### src/rtl/stopwatch_ctrl_if.sv
// Slow-clock/button inputs and display outputs of the MM:SS stopwatch controller.
// The controller takes the slave side; whatever drives the buttons takes the master side.
interface stopwatch_ctrl_if;
    logic        clk_1Hz;
    logic        start_stop;
    logic        clear;
    logic [15:0] bcd;
    logic        running;
    logic        rollover;
    logic [3:0]  an;
    logic [6:0]  seg;
    logic        dp;

    modport master (
        output clk_1Hz, start_stop, clear,
        input  bcd, running, rollover, an, seg, dp
    );

    modport slave (
        input  clk_1Hz, start_stop, clear,
        output bcd, running, rollover, an, seg, dp
    );
endinterface

### src/rtl/stopwatch_ctrl.sv
// MM:SS stopwatch: synchronised tick/button edges, IDLE/RUN/PAUSE control,
// BCD seconds/minutes counter and a registered four-digit multiplexed display driver.
module stopwatch_ctrl #(
    parameter int REFRESH_DIV = 50000,
    parameter int SYNC_STAGES = 2
) (
    input  logic            clk_50MHz,
    input  logic            reset,
    stopwatch_ctrl_if.slave sw_bus
);

    localparam int NUM_IN = 3;
    localparam int IN_TICK = 0;
    localparam int IN_SS = 1;
    localparam int IN_CLR = 2;
    localparam int DIV_W = (REFRESH_DIV > 1) ? $clog2(REFRESH_DIV) : 1;
    localparam logic [DIV_W-1:0] DIV_LAST = DIV_W'(REFRESH_DIV - 1);

    typedef enum logic [1:0] {
        S_IDLE,
        S_RUN,
        S_PAUSE
    } state_t;

    function automatic logic [6:0] seg_decode(input logic [3:0] value);
        logic [6:0] pattern;
        case (value)
            4'd0:    pattern = 7'b1000000;
            4'd1:    pattern = 7'b1111001;
            4'd2:    pattern = 7'b0100100;
            4'd3:    pattern = 7'b0110000;
            4'd4:    pattern = 7'b0011001;
            4'd5:    pattern = 7'b0010010;
            4'd6:    pattern = 7'b0000010;
            4'd7:    pattern = 7'b1111000;
            4'd8:    pattern = 7'b0000000;
            4'd9:    pattern = 7'b0010000;
            default: pattern = 7'b1111111;
        endcase
        return pattern;
    endfunction

    // ------------------------------------------------------------------
    // Input synchronisers and registered rising-edge pulses
    // ------------------------------------------------------------------
    logic [NUM_IN-1:0]                  raw_in;
    logic [NUM_IN-1:0][SYNC_STAGES-1:0] sync_q;
    logic [NUM_IN-1:0]                  prev_q;
    logic [NUM_IN-1:0]                  pulse_q;
    logic                               tick;
    logic                               ss_p;
    logic                               clr_p;

    assign raw_in = {sw_bus.clear, sw_bus.start_stop, sw_bus.clk_1Hz};

    // NOTE: state is updated with <= so every flop samples pre-edge values;
    // a blocking = here would collapse the synchroniser chain into a single stage.
    always_ff @(posedge clk_50MHz or negedge reset) begin
        if (!reset) begin
            sync_q  <= '0;
            prev_q  <= '0;
            pulse_q <= '0;
        end else begin
            for (int i = 0; i < NUM_IN; i++) begin
                sync_q[i]  <= {sync_q[i][SYNC_STAGES-2:0], raw_in[i]};
                prev_q[i]  <= sync_q[i][SYNC_STAGES-1];
                pulse_q[i] <= sync_q[i][SYNC_STAGES-1] & ~prev_q[i];
            end
        end
    end

    assign tick  = pulse_q[IN_TICK];
    assign ss_p  = pulse_q[IN_SS];
    assign clr_p = pulse_q[IN_CLR];

    // ------------------------------------------------------------------
    // Control FSM: state register / next state / outputs
    // ------------------------------------------------------------------
    state_t state_q;
    state_t state_d;

    always_ff @(posedge clk_50MHz or negedge reset) begin
        if (!reset) begin
            state_q <= S_IDLE;
        end else begin
            state_q <= state_d;
        end
    end

    // NOTE: every always_comb output gets a default first, so no path can
    // leave it unassigned and infer a latch.
    always_comb begin
        state_d = state_q;
        if (clr_p) begin
            state_d = S_IDLE;
        end else if (ss_p) begin
            case (state_q)
                S_IDLE:  state_d = S_RUN;
                S_RUN:   state_d = S_PAUSE;
                S_PAUSE: state_d = S_RUN;
                default: state_d = S_IDLE;
            endcase
        end
    end

    logic [15:0] bcd_q;
    logic [15:0] bcd_inc;
    logic [15:0] bcd_d;
    logic        count_en;
    logic        at_max;
    logic        running_q;
    logic        running_d;
    logic        rollover_q;
    logic        rollover_d;

    assign at_max = (bcd_q == 16'h5959);

    // Ticks count only while already in RUN, so the RUN->PAUSE cycle still counts
    // and the cycle that enters RUN does not.
    always_comb begin
        count_en   = (state_q == S_RUN) && tick && !clr_p;
        running_d  = (state_d == S_RUN);
        rollover_d = count_en && at_max;
        bcd_d      = bcd_q;
        if (clr_p) begin
            bcd_d = 16'h0000;
        end else if (count_en) begin
            bcd_d = bcd_inc;
        end
    end

    // Ripple BCD increment: each digit carries only when all lower digits wrap.
    always_comb begin
        bcd_inc = bcd_q;
        if (bcd_q[3:0] != 4'd9) begin
            bcd_inc[3:0] = bcd_q[3:0] + 4'd1;
        end else begin
            bcd_inc[3:0] = 4'd0;
            if (bcd_q[7:4] != 4'd5) begin
                bcd_inc[7:4] = bcd_q[7:4] + 4'd1;
            end else begin
                bcd_inc[7:4] = 4'd0;
                if (bcd_q[11:8] != 4'd9) begin
                    bcd_inc[11:8] = bcd_q[11:8] + 4'd1;
                end else begin
                    bcd_inc[11:8] = 4'd0;
                    if (bcd_q[15:12] != 4'd5) begin
                        bcd_inc[15:12] = bcd_q[15:12] + 4'd1;
                    end else begin
                        bcd_inc[15:12] = 4'd0;
                    end
                end
            end
        end
    end

    always_ff @(posedge clk_50MHz or negedge reset) begin
        if (!reset) begin
            bcd_q      <= 16'h0000;
            running_q  <= 1'b0;
            rollover_q <= 1'b0;
        end else begin
            bcd_q      <= bcd_d;
            running_q  <= running_d;
            rollover_q <= rollover_d;
        end
    end

    // ------------------------------------------------------------------
    // Display scan: digit index and segment data come from next-state values
    // so an/seg/dp switch together on the same edge as the count.
    // ------------------------------------------------------------------
    logic [DIV_W-1:0] div_q;
    logic [DIV_W-1:0] div_d;
    logic [1:0]       digit_q;
    logic [1:0]       digit_d;
    logic [3:0]       nibble_d;
    logic [3:0]       an_q;
    logic [6:0]       seg_q;
    logic             dp_q;

    always_comb begin
        div_d   = div_q + 1'b1;
        digit_d = digit_q;
        if (div_q == DIV_LAST) begin
            div_d   = '0;
            digit_d = digit_q + 2'd1;
        end
        nibble_d = bcd_d[{digit_d, 2'b00} +: 4];
    end

    always_ff @(posedge clk_50MHz or negedge reset) begin
        if (!reset) begin
            div_q   <= '0;
            digit_q <= 2'd0;
            an_q    <= 4'b1110;
            seg_q   <= 7'b1000000;
            dp_q    <= 1'b1;
        end else begin
            div_q   <= div_d;
            digit_q <= digit_d;
            an_q    <= ~(4'b0001 << digit_d);
            seg_q   <= seg_decode(nibble_d);
            dp_q    <= (digit_d != 2'd2);
        end
    end

    assign sw_bus.bcd      = bcd_q;
    assign sw_bus.running  = running_q;
    assign sw_bus.rollover = rollover_q;
    assign sw_bus.an       = an_q;
    assign sw_bus.seg      = seg_q;
    assign sw_bus.dp       = dp_q;

endmodule

### src/flat_wrapper.sv
// flat-port wrapper written by rule: the top's interface ports become plain ports
module stopwatch_ctrl_flat 
#(
    parameter int REFRESH_DIV = 50000,
    parameter int SYNC_STAGES = 2
)
  (clk_50MHz, reset, sw_bus_clk_1Hz, sw_bus_start_stop, sw_bus_clear, sw_bus_bcd, sw_bus_running, sw_bus_rollover, sw_bus_an, sw_bus_seg, sw_bus_dp);
  stopwatch_ctrl_if sw_bus_i ();
  input  logic clk_50MHz;
  input  logic reset;
  input wire logic [$bits(sw_bus_i.clk_1Hz)-1:0] sw_bus_clk_1Hz;
  input wire logic [$bits(sw_bus_i.start_stop)-1:0] sw_bus_start_stop;
  input wire logic [$bits(sw_bus_i.clear)-1:0] sw_bus_clear;
  output wire logic [$bits(sw_bus_i.bcd)-1:0] sw_bus_bcd;
  output wire logic [$bits(sw_bus_i.running)-1:0] sw_bus_running;
  output wire logic [$bits(sw_bus_i.rollover)-1:0] sw_bus_rollover;
  output wire logic [$bits(sw_bus_i.an)-1:0] sw_bus_an;
  output wire logic [$bits(sw_bus_i.seg)-1:0] sw_bus_seg;
  output wire logic [$bits(sw_bus_i.dp)-1:0] sw_bus_dp;
  assign sw_bus_i.clk_1Hz = sw_bus_clk_1Hz;
  assign sw_bus_i.start_stop = sw_bus_start_stop;
  assign sw_bus_i.clear = sw_bus_clear;
  assign sw_bus_bcd = sw_bus_i.bcd;
  assign sw_bus_running = sw_bus_i.running;
  assign sw_bus_rollover = sw_bus_i.rollover;
  assign sw_bus_an = sw_bus_i.an;
  assign sw_bus_seg = sw_bus_i.seg;
  assign sw_bus_dp = sw_bus_i.dp;
  stopwatch_ctrl #(.REFRESH_DIV(REFRESH_DIV), .SYNC_STAGES(SYNC_STAGES)) u_core (.clk_50MHz(clk_50MHz), .reset(reset), .sw_bus(sw_bus_i));
endmodule
### config.mk
export PLATFORM = sky130hd
export DESIGN_NAME = stopwatch_ctrl_flat
export DESIGN_NICKNAME = d
export VERILOG_FILES = /design/src/rtl/stopwatch_ctrl_if.sv /design/src/rtl/stopwatch_ctrl.sv /design/src/flat_wrapper.sv
export SDC_FILE = /design/constraint.sdc
export NUM_CORES = 1
export LEC_CHECK = 0
export BUFFER_PORTS_ARGS = -buffer_cell sky130_fd_sc_hd__buf_4
export CORE_UTILIZATION = 25
export DETAILED_ROUTE_END_ITERATION = 10
export PLACE_DENSITY = 0.45
export SETUP_SLACK_MARGIN = 0.15
export SYNTH_ARGS = -nofsm -noshare
export SYNTH_HDL_FRONTEND = slang
export SYNTH_SLANG_ARGS = --single-unit
### constraint.sdc
create_clock -name clk_50MHz -period 3.2 [get_ports clk_50MHz]
set_clock_uncertainty 0.1 [all_clocks]
set_input_delay 0.48 -clock clk_50MHz [delete_from_list [all_inputs] [get_ports clk_50MHz]]
set_output_delay 0.48 -clock clk_50MHz [all_outputs]
set_load 0.01 [all_outputs]
== Word level (Yosys, flattened, before mapping) ==
Memory sizes are Yosys's and may differ from the RTL's. A register that Yosys moved wholly into a read port is not among the register bits.
Cells that the tools add are included.

* Flip-flop bits (word level): 55
* Bits in read-only memories: 112
* Word-level logic and storage cells: 60
* Memories kept: 1

* Bitwise operators: 7
* Shifts and indexed selects: 2
* Add/subtract/negate cells: 6
* Equality and inequality tests: 10
* Reductions and logical operators: 7
* Mux-type cells: 14

{| class="wikitable"
|+ Memory list
! name !! depth !! bits a word !! read ports !! clocked after memory_dff !! write ports !! line !! text
|-
| (name not given) || 16 || 7 || 1 || 1 || 0 || stopwatch_ctrl.sv:27 || <nowiki>case (value)</nowiki>
|}

{| class="wikitable"
|+ Operator list
! kind !! number
|-
| 16-bit 2-to-1 mux || 3
|-
| 4-bit 2-to-1 mux || 5
|-
| 16-bit by 1-bit adder with 16-bit output (second input constant) || 1
|-
| 4-bit by 1-bit adder with 4-bit output (second input constant) || 4
|-
| 16-bit by 15-bit == test with 1-bit output (second input constant) || 1
|-
| 16-bit == test (second input constant) || 1
|-
| 16-bit by 5-bit indexed part select with 4-bit output || 1
|-
| 12-bit 2-to-1 mux || 1
|-
| 8-bit 2-to-1 mux || 1
|-
| 4-bit by 3-bit inequality test with 1-bit output (second input constant) || 2
|-
| 4-bit inequality test (second input constant) || 2
|-
| 2-bit 2-to-1 mux || 3
|-
| 2-bit by 1-bit == test with 1-bit output (second input constant) || 2
|-
| 4-bit NOT || 1
|-
| 2-bit case mux with 2 select lines || 1
|-
| 1-bit by 2-bit left shift with 4-bit output (first input constant) || 1
|-
| 1-bit bitwise AND || 3
|-
| 1-bit logical AND || 3
|-
| 1-bit NOT || 3
|-
| 2-bit by 1-bit adder with 2-bit output (second input constant) || 1
|-
| 2-bit == test (second input constant) || 1
|-
| 1-bit logical NOT || 2
|-
| 2-bit logical NOT || 1
|-
| 2-bit inequality test (second input constant) || 1
|-
| 2-bit OR reduction || 1
|}

== Depth between registers and ports, before layout ==
Gate-level depths: netlist of run 1.

* Word-level depth: 8
* Mapped depth: 14
* Gate-level depth less buffers: 13

== Worst setup path after synthesis of run 1 ==
OpenSTA, ideal clock, no wires.

* Path kind: register -> register
* Start: reg u_core.div_q[4]
* End: reg u_core.seg_q[3] (netlist: u_core.sw_bus.seg[3])
* Stages on the path, launching flop included: 11
* Setup slack: 0.139 ns
* Library setup time: 0.134 ns
* Data required time: 2.966 ns
* Buffers on the path: 1
* Period minus slack after synthesis: 3.061 ns
* Data arrival time: 2.827 ns
* Cell sequence: dfrtp_1 -> or4b_4 -> or4_1 -> clkbuf_1 -> nor3_1 -> nor4_1 -> a2111o_1 -> ha_1 -> inv_1 -> mux2i_1 -> a21oi_1

* Cells in the longest elaborated chain, start to end: 3

{| class="wikitable"
|+ Ends and longest elaborated chain
! item !! line !! text
|-
| start: declaration || stopwatch_ctrl.sv:173 || <nowiki>logic [DIV_W-1:0] div_q;</nowiki>
|-
| start signal: assignment || stopwatch_ctrl.sv:200 || <nowiki>div_q <= div_d;</nowiki>
|-
| 16-bit == test || stopwatch_ctrl.sv:185 || <nowiki>if (div_q == DIV_LAST) begin</nowiki>
|-
| 2-bit 2-to-1 mux || stopwatch_ctrl.sv:185 ||
|-
| 16-bit by 5-bit indexed part select with 4-bit output || stopwatch_ctrl.sv:189 || <nowiki>nibble_d = bcd_d[{digit_d, 2'b00} +: 4];</nowiki>
|-
| end: declaration || stopwatch_ctrl.sv:179 || <nowiki>logic [6:0] seg_q;</nowiki>
|}

No other way between the ends.

== Worst setup path after layout of run 1 ==
* Start: reg u_core.div_q[12]
* End: reg u_core.seg_q[2] (netlist: u_core.sw_bus.seg[2])

Same word-level chain as after synthesis.

==> impl_metrics.yaml, run 1 <==
run_status:
  status: "completed"
yosys:
  ys.flop_type: "dfrtp_1"
  yosysMostFrequentCell: "dfrtp_1"
  yosys.cell_types.count: 58
  yosys.area.top_type_share_pct: 45.60
  ys_seq_elements: 61
  netlist_top_cells_count: "dfrtp_1 (57), nor2_1 (29), nand2_1 (18)"
  yosysWarnings: 0
  synthesis.area_um2: 3128
  ys_seq_area_share_pct: 48.96
  syn-instance-count: 308
  synth_largest_area_cell: "dfrtp_1"
  synth-edff-count: 0
  synthTopCellsByArea: "dfrtp_1 (46%), ha_1 (5.6%), nor2_1 (3.5%)"
  ys_async_sr_fraction_pct: 100.0
  synth.avg_cell_area_um2: 10.16
  syn-num-nets: 327
critical_path:
  path_buf_inv: 3
  cpMostUsedCell: "buf_4"
  r2r_start: "u_core.div_q[12]"
  r2r_cells: 11
  critPathTopFamily: "simple AND/OR/NAND/NOR gates"
  critical_path_class: "flip-flop to flip-flop"
  r2r_slack_ns: 0.13
  cp_data_arrival_time_ns: 3.18
  cp_cell_sequence: "or4b_4, or4_4, buf_4, nand2_1, buf_4, o21ai_0, a211oi_1, a32o_1, buf_4, o21a_1, nor2_1"
  rr_endpoint: "u_core.sw_bus.seg[2]"
  start_kind: "flip-flop"
  critical_path_required_ns: 3.30
  cp_max_fo: 8
  endpoint_kind: "flip-flop"
  slowest_delay_ns: 0.57
  crit_path_start: "u_core.div_q[12]"
  critical-path-slowest-cell: "or4_4"
power:
  peakVddDrop_mv: 0.2418
  powerDensity_nw_per_um2: 523.0
  power.leakage_nw: 1.911
floorplanning:
  die_h_um: 113.9
  rows: 40
  io_pins: 35
  start_util_pct: 25.83
  core_area_um2: 12110
  die_area_um2: 12960
  die_w_um: 113.9
clock_tree:
  clk_pin_slew_ns: 0.05
  clock-sinks: 61
  cts_max_path_buffers: 2
  cts_inserted_buffers: 9
  cts_tree: "yes"
  postCtsHoldBufs: 0
  cts.htree.levels: 3
  clk_latency_ns: 0.33
  cts_root_buf: "clkbuf_16"
grt:
  grt_first_pass_wirelength_um: 11950
  grt_pass1_vias: 2401
  grt-ovfl-total: 0
  grtUsageTotal_pct: 12.01
  antenna_found_initial: 0
  grt_max_degree: 62
detailed_routing:
  ant_nets: 0
  num_vias: 2440
  drtPass1Iterations: 4
  drt_iter0_drc: 97
  wirelength_um: 7386
  drcViolationCount: 0
  post_drt_wl_per_cell_um: 13.63
  vias_per_cell: 4.502
layout:
  nNetsFinal: 388
  fin_util_pct: 35.10
  antennaDiodeCount: 0
  layout-drive-gt1-share_pct: 29.68
  final_cell_area_um2: 4252
  area_growth_pct: 35.92
sta:
  clock.fmax_mhz: 325.5
  relSlewSlack_pct: 47.07
  grt_setup_unrepaired: "yes"
  max_slew.worst_pin.slew_ns: 0.7939
  slew_violations: 0
  finalHoldViolations: 0
  setup_viol: 0
  period_share_pct: 96.02
  setup_tns_ns: 0
  period_needed_ns: 3.072
place:
  io_buffer_count: 34
  placed_area_um2: 3706
  place.detailed.hpwl_um: 5066
  gp_congestion: 0.8212
min_path:
  hp-class: "input port to asynchronous set/reset pin"
job:
  drv_cap: 0
-- state kept, by name, summed over array words and instances (netlist names) --
name                    flops
u_core.state_q              2
u_core.sw_bus.rollover      1
u_core.div_q               16
u_core.sw_bus.bcd          16
u_core.sw_bus.an            4
u_core.sw_bus.seg           7
u_core.digit_q              2
u_core.prev_q               3
u_core.sync_q               6
u_core.sw_bus.running       1
u_core.pulse_q              3
-- metal layers --
layer  wire (um)  track usage, %
met5           0               0
met4         173           6.840
met3         300           3.294
met2        3574           18.94
met1        3338           14.79
-- through the flow --
stage	setup slack [ns]	total power, mW	cells	hold WS (ns)
finish	0.1275	2.223	542	0.1121
CTS	0.1206	2.229	540	0.1426
global placement	0.06213	0.9975	520	0.2347
detailed placement	0.006391	0.9995	520	0.2358
global route	-0.01008	2.316	542	0.1445
floorplan	0.1504	0.9191	308	0.08441
-- worst max-delay path by stage --
stage	to	cells after the start
6_report	u_core.sw_bus.seg[2]	11
5_1_grt	u_core.sw_bus.seg[3]	9
4_1_cts	u_core.sw_bus.seg[3]	10
3_5_place_dp	u_core.sw_bus.seg[3]	10
3_3_place_gp	u_core.sw_bus.seg[3]	10
2_1_floorplan	u_core.sw_bus.seg[3]	10
-- where the power goes --
group	internal [mW]	switching [mW]	total [mW]
sequential	0.805	0.0161	0.821
combinational	0.0913	0.102	0.193
clock	0.860	0.349	1.21
-- placed cells by master, fill, tap and decap left out, drive strengths merged, types with 4 or more instances in the layout --
cell type,n
nand2,18
nor2b,9
and2,5
and3,7
xor2,6
and3b,5
dfstp,4
nor4,5
nand3,10
buf,64
ha,14
inv,16
nor3,14
a21oi,16
clkbuf,10
a211oi,4
o21ai,11
dfrtp,57
xnor2,9
nand2b,4
bufinv,4
nor2,29
mux2i,8
-- layout make-up --
class | instances | area, um^2
Clock inverter | 6 | 133.9
Multi-Input combinational cell | 216 | 1585
Fill cell | 1232 | 7860
Tap cell | 168 | 210.2
Inverter | 17 | 63.81
Clock buffer | 10 | 239.0
Sequential cell | 61 | 1531
Timing Repair Buffer | 64 | 488.0
-- repair_timing --
item	in CTS	in global routing
resized for setup	7	22
pin swaps	1	17
endpoints found under the setup margin	7	7
setup buffers	3	2
endpoints found under the hold margin	0	0
cloned	1	0
-- cell families after synthesis --
logic type                 count (synthesis)  share of synthesized area [%]
AOI/OAI and AO/OA                         50                          10.52
xor gates and xnor gates                  15                          4.200
adders and majority gates                 14                          5.600
buffers and inverters                     31                          4.200
DFF                                       61                          48.96
muxes                                      9                          3.040
and+or+nand+nor                          128                          23.48
Power figures use the tool's default switching activity.
==> run 2: changes to the inputs <==
--- a/config.mk
+++ b/config.mk
@@ -5,6 +5,7 @@
 export SDC_FILE = /design/constraint.sdc
 export NUM_CORES = 1
 export LEC_CHECK = 0
+export ABC_AREA = 1
 export BUFFER_PORTS_ARGS = -buffer_cell sky130_fd_sc_hd__buf_4
 export CORE_UTILIZATION = 25
 export DETAILED_ROUTE_END_ITERATION = 10
==> run 2 against run 1 <==
Net effect:
- total power decreased by 18%
- sequential share of layout area is 2.2 points higher
- critical endpoint is now u_core.sw_bus.seg[3]
- largest cell class is now sequential cells
- first-iteration DRC count grew 11%
- hold slack better by 0.017 ns
- clock power down 28%
- via count increased by 4.8%
- clock-buffer cell count shrank 1
- highest routed layer unchanged
==> impl_metrics.yaml, run 2 <==
run_status:
  status: "completed"
grt:
  grtUsageTotal_pct: 11.87
  grt_first_pass_wirelength_um: 12120
  antenna_found_initial: 0
  grt-ovfl-total: 0
  grt_max_degree: 62
  grt_pass1_vias: 2513
layout:
  fin_util_pct: 31.53
  layout-drive-gt1-share_pct: 23.20
  final_cells: 616
  multi_input_area_um2: 1505
  area_growth_pct: 21.58
  antennaDiodeCount: 0
  final_common_cell: "nand2_1"
  fillCellCount: 1385
  nNetsFinal: 458
  final_cell_area_um2: 4011
  regArea_um2: 1531
  final_cell_mix: "nand2_1 (89), dfrtp_1 (57), inv_1 (51)"
clock_tree:
  postCtsSetupRepairBufs: 0
  clk_latency_ns: 0.33
  clock-sinks: 61
  cts.htree.levels: 3
  cts_root_buf: "clkbuf_16"
  postCtsHoldBufs: 0
  cts-resized-gates: 0
  clk_pin_slew_ns: 0.05
  cts_tree: "yes"
  cts_max_path_buffers: 2
  cts_inserted_buffers: 9
critical_path:
  r2r_slack_ns: 0.63
  endpoint_kind: "flip-flop"
  crit_end: "u_core.sw_bus.seg[3]"
  cp_max_fo: 11
  r2r_start: "u_core.div_q[0]"
  critical_path_class: "flip-flop to flip-flop"
  r2r_cells: 17
  rr_endpoint: "u_core.sw_bus.seg[3]"
  start_kind: "flip-flop"
  cp_data_arrival_time_ns: 2.68
  critical_path_required_ns: 3.31
  crit_path_start: "u_core.div_q[0]"
yosys:
  syn-instance-count: 397
  synth_largest_area_cell: "dfrtp_1"
  synthesis.area_um2: 3299
  synthTopCellsByArea: "dfrtp_1 (43%), nand2_1 (10%), nand3_1 (6.2%)"
  yosys.cell_types.count: 33
  syn-num-nets: 416
  synth-edff-count: 0
  ys_seq_area_share_pct: 46.42
  synth.avg_cell_area_um2: 8.311
  ys_seq_elements: 61
  yosysWarnings: 0
  ys.flop_type: "dfrtp_1"
  yosysMostFrequentCell: "nand2_1"
  yosys.area.top_type_share_pct: 43.23
  netlist_top_cells_count: "nand2_1 (89), dfrtp_1 (57), inv_1 (51)"
  ys_async_sr_fraction_pct: 100.0
floorplanning:
  start_util_pct: 25.93
  die_w_um: 116.9
  die_h_um: 116.9
  rows: 41
  die_area_um2: 13660
  core_area_um2: 12720
  io_pins: 35
job:
  drv_cap: 0
place:
  placed_area_um2: 3744
  place_inst: 600
  place.detailed.hpwl_um: 5274
  gp_congestion: 0.8026
  io_buffer_count: 34
sta:
  max_slew.worst_pin.slew_ns: 0.7792
  finalHoldViolations: 0
  setup_viol: 0
  setup_tns_ns: 0
  period_share_pct: 80.29
  relSlewSlack_pct: 48.05
  grt_setup_unrepaired: "no"
  clock.fmax_mhz: 389.2
  period_needed_ns: 2.569
  slew_violations: 0
detailed_routing:
  post_drt_wl_per_cell_um: 11.65
  wirelength_um: 7177
  drcViolationCount: 0
  drt_iter0_drc: 108
  vias_per_cell: 4.149
  ant_nets: 0
  drtPass1Iterations: 4
  num_vias: 2556
power:
  power.leakage_nw: 2.058
  p_total_mw: 1.833
  peakVddDrop_mv: 0.2224
  powerDensity_nw_per_um2: 456.9
min_path:
  hp-class: "input port to asynchronous set/reset pin"
## run 2: routing by layer
layer | global-route usage [%] | vias up | part of all wire (%)
met5 | 0 | - | 0
met1 | 15.69 | 1192 | 49
li1 | - | 1322 | -
met4 | 4.810 | 0 | 1.5
met3 | 3.296 | 9 | 3.9
met2 | 18.34 | 33 | 45
## run 2: how the worst min path moves through the flow
stage | start | end | cells past startpoint
2_1_floorplan | reset | u_core.digit_q[0] | 0
3_3_place_gp | u_core.sync_q[2] | u_core.sync_q[3] | 0
3_5_place_dp | u_core.sync_q[4] | u_core.sync_q[5] | 0
4_1_cts | sw_bus_clk_1Hz | u_core.sync_q[0] | 1
5_1_grt | sw_bus_clk_1Hz | u_core.sync_q[0] | 1
6_report | reset | u_core.sw_bus.seg[0] | 1
## run 2: cell families (layout without fill, tap and decap cells)
family | Yosys count | in the layout | synth area share (%)
buffers and inverters | 66 | 113 | 7.964
and+or+nand+nor | 227 | 227 | 34.51
DFF | 61 | 61 | 46.42
AOI/OAI and AO/OA | 23 | 23 | 4.210
xor gates and xnor gates | 6 | 6 | 1.593
adders and majority gates | 14 | 14 | 5.309
## run 2: per-stage QoR
step           setup WS [ns]  hold WS, ns
3_3_place_gp          0.6564       0.2357
3_5_place_dp          0.6457       0.2402
2_1_floorplan         0.9752      0.08441
4_1_cts               0.6264       0.1446
6_report              0.6308       0.1290
5_1_grt               0.3668       0.1436
## run 2: cell type report
class / instances / share of cell area [%]
clock buffer: 9 / 5.614
tap: 172 / 5.365
timing repair buffer: 34 / 6.363
clock inverter: 7 / 1.061
inverter: 63 / 5.895
sequential: 61 / 38.18
multi-input combinational: 270 / 37.52
## run 2: power by group
group	internal (mW)	leakage [nW]	switching [mW]
Clock	0.517	0.127	0.357
Combinational	0.0540	1.14	0.0857
Sequential	0.801	0.791	0.0183
## run 2: worst max-delay path: stages (launching register included)
cell and delay, ns:
dfrtp_1 0.38, ha_1 0.18, nand2_1 0.07, inv_2 0.09, nand2_4 0.07, nor2_2 0.12
nand3_2 0.14, nand2_4 0.19, clkinv_1 0.14, nor2_1 0.16, nand2_1 0.08, nand3_2 0.15
inv_1 0.10, ha_1 0.20, inv_1 0.05, nand3_1 0.09, nand3_1 0.09, nand2_1 0.06
==> run 3: changes to the inputs <==
--- a/config.mk
+++ b/config.mk
@@ -5,11 +5,11 @@
 export SDC_FILE = /design/constraint.sdc
 export NUM_CORES = 1
 export LEC_CHECK = 0
-export ABC_AREA = 1
+export ABC_AREA = 0
 export BUFFER_PORTS_ARGS = -buffer_cell sky130_fd_sc_hd__buf_4
 export CORE_UTILIZATION = 25
 export DETAILED_ROUTE_END_ITERATION = 10
-export PLACE_DENSITY = 0.45
+export PLACE_DENSITY = 0.44
 export SETUP_SLACK_MARGIN = 0.15
 export SYNTH_ARGS = -nofsm -noshare
 export SYNTH_HDL_FRONTEND = slang
==> constraint.sdc (replaced) <==
create_clock -name clk_50MHz -period 2.5 [get_ports clk_50MHz]
set_clock_uncertainty 0.1 [all_clocks]
set_input_delay 0.375 -clock clk_50MHz [delete_from_list [all_inputs] [get_ports clk_50MHz]]
set_output_delay 0.375 -clock clk_50MHz [all_outputs]
set_load 0.01 [all_outputs]
==> run 3 against run 2 <==
Net effect:
- the flow now finishes with violations (negative setup slack)
- sequential power up 28%
- die area down 5.1%
- combinational power up 86%
- global-route usage up 1.5 points
- maximum frequency down 16%
- total power up 41%
- sequential share of layout area down 5.9 points
- critical endpoint is now u_core.sw_bus.seg[2]
- largest cell class is now multi-input combinational cells
- highest routed layer unchanged
==> impl_metrics.yaml, run 3 (same netlist as run 1, synthesis figures left out) <==
clock_tree:
  cts_max_path_buffers: 2
  clk_latency_ns: 0.33
  cts_inserted_buffers: 9
  clock-sinks: 61
  cts.htree.levels: 3
  cts_tree: "yes"
  cts_root_buf: "clkbuf_16"
  clk_pin_slew_ns: 0.05
place:
  gp_congestion: 0.8052
  dp_slack_ns: -0.5968
  io_buffer_count: 34
  place.detailed.hpwl_um: 5859
floorplanning:
  die_area_um2: 12960
  die_w_um: 113.9
  die_h_um: 113.9
  io_pins: 35
  rows: 40
  core_area_um2: 12110
  start_util_pct: 25.83
critical_path:
  critical_path_class: "flip-flop to flip-flop"
  critical_path_required_ns: 2.66
  cpMostUsedCell: "inv_2"
  slowest_delay_ns: 0.59
  critPathTopFamily: "simple AND/OR/NAND/NOR gates"
  path_buf_inv: 2
  start_kind: "flip-flop"
  cp_data_arrival_time_ns: 3.21
  critical-path-slowest-cell: "or4_4"
  cp_cell_sequence: "or4b_4, or4_4, nor3_4, nor4_2, a2111o_1, inv_2, ha_4, inv_2, o21a_1, nor2_4"
  endpoint_kind: "flip-flop"
  cp_max_fo: 7
detailed_routing:
  vias_per_cell: 4.424
  num_vias: 2681
  drtPass1Iterations: 4
  wirelength_um: 8110
  ant_nets: 0
  drt_iter0_drc: 74
  post_drt_wl_per_cell_um: 13.38
  drcViolationCount: 0
power:
  power.leakage_nw: 2.228
  powerDensity_nw_per_um2: 543.8
  peakVddDrop_mv: 0.2312
sta:
  period_share_pct: 122.1
  max_slew.worst_pin.slew_ns: 0.7889
  setup_viol: 7
  relSlewSlack_pct: 47.41
  slew_violations: 0
  setup_tns_ns: -3.521
  finalHoldViolations: 0
  worst_slack_ns: -0.5513
  grt_setup_unrepaired: "yes"
  clock.fmax_mhz: 327.7
  period_needed_ns: 3.051
grt:
  antenna_found_initial: 0
  grt_pass1_vias: 2680
  grt_first_pass_wirelength_um: 13120
  grtUsageTotal_pct: 13.41
  grt_max_degree: 62
  grt-ovfl-total: 0
layout:
  nNetsFinal: 452
  final_common_cell: "buf_4"
  area_growth_pct: 51.64
  final_cell_mix: "buf_4 (122), dfrtp_1 (57), nor2_1 (28)"
  antennaDiodeCount: 0
  layout-drive-gt1-share_pct: 41.55
min_path:
  hp-class: "input port to asynchronous set/reset pin"
job:
  drv_cap: 0
run_status:
  violations: "negative setup slack"
  status: "finished with violations"
run 3: cell count changes in the layout (fill, tap and decap cells not counted), sizes merged, moves of 6 or more:
cell,delta
inv,-45
buf,+93
nor3,+9
clkbuf,+7
nor2b,+9
mux2i,+8
xnor2,+6
a21oi,+10
nor2,-36
nand3,-36
nand2,-84
and3,+7
run 3: layout make-up:
type / count / area (um^2)
sequential: 61 / 1531
fill: 1223 / 7368
timing repair buffer: 128 / 1006
clock inverter: 1 / 30.03
clock buffer: 15 / 277.8
inverter: 17 / 63.81
tap: 168 / 210.2
multi-input combinational: 216 / 1624
run 3: final timing paths:
check | slack (ns) | startpoint | cells after the start | endpoint
min in group clk_50MHz | 0.05 | sw_bus_start_stop | 1 | u_core.sync_q[2]
min | 0.02 | reset | 1 | u_core.div_q[5]
max in group asynchronous | 1.75 | reset | 1 | u_core.sw_bus.bcd[4]
max | -0.55 | u_core.div_q[13] | 10 | u_core.sw_bus.seg[2]
min reg2reg | 0.24 | u_core.sync_q[2] | 0 | u_core.sync_q[3]
max reg2reg | -0.55 | u_core.div_q[13] | 10 | u_core.sw_bus.seg[2]
run 3: where the power goes:
group	total, mW	switching, mW	leakage [nW]	internal (mW)
registers	1.05	0.0171	0.794	1.03
logic	0.261	0.132	1.28	0.129
clock network	1.27	0.417	0.150	0.853
run 3: layer usage:
layer / vias up / track usage (%) / part of all wire, %
li1: 1338 / - / -
met1: 1303 / 16.54 / 47
met2: 30 / 22.15 / 49
met3: 10 / 2.976 / 2.5
met4: 0 / 6.667 / 1.9
met5: - / 0 / 0
run 3: what timing repair did:
action,4_1_cts,5_1_grt
hold buffers,0,0
gates resized for setup,12,25
setup buffers,2,4
pin swaps,4,9
cloned,0,1
setup endpoints to repair,7,8
run 3: stage by stage:
stage / util [%] / total power [mW] / std cells / hold WS (ns) / area [um^2]
5_1_grt: 39.16 / 2.703 / 606 / 0.03670 / 4743
6_report: 39.16 / 2.580 / 606 / 0.02458 / 4743
4_1_cts: 37.81 / 2.617 / 601 / 0.03244 / 4579
3_5_place_dp: 34.73 / 1.307 / 583 / 0.2358 / 4207
2_1_floorplan: - / 1.177 / 308 / -0.02059 / 3146
3_3_place_gp: 34.73 / 1.304 / 583 / 0.2328 / 4207
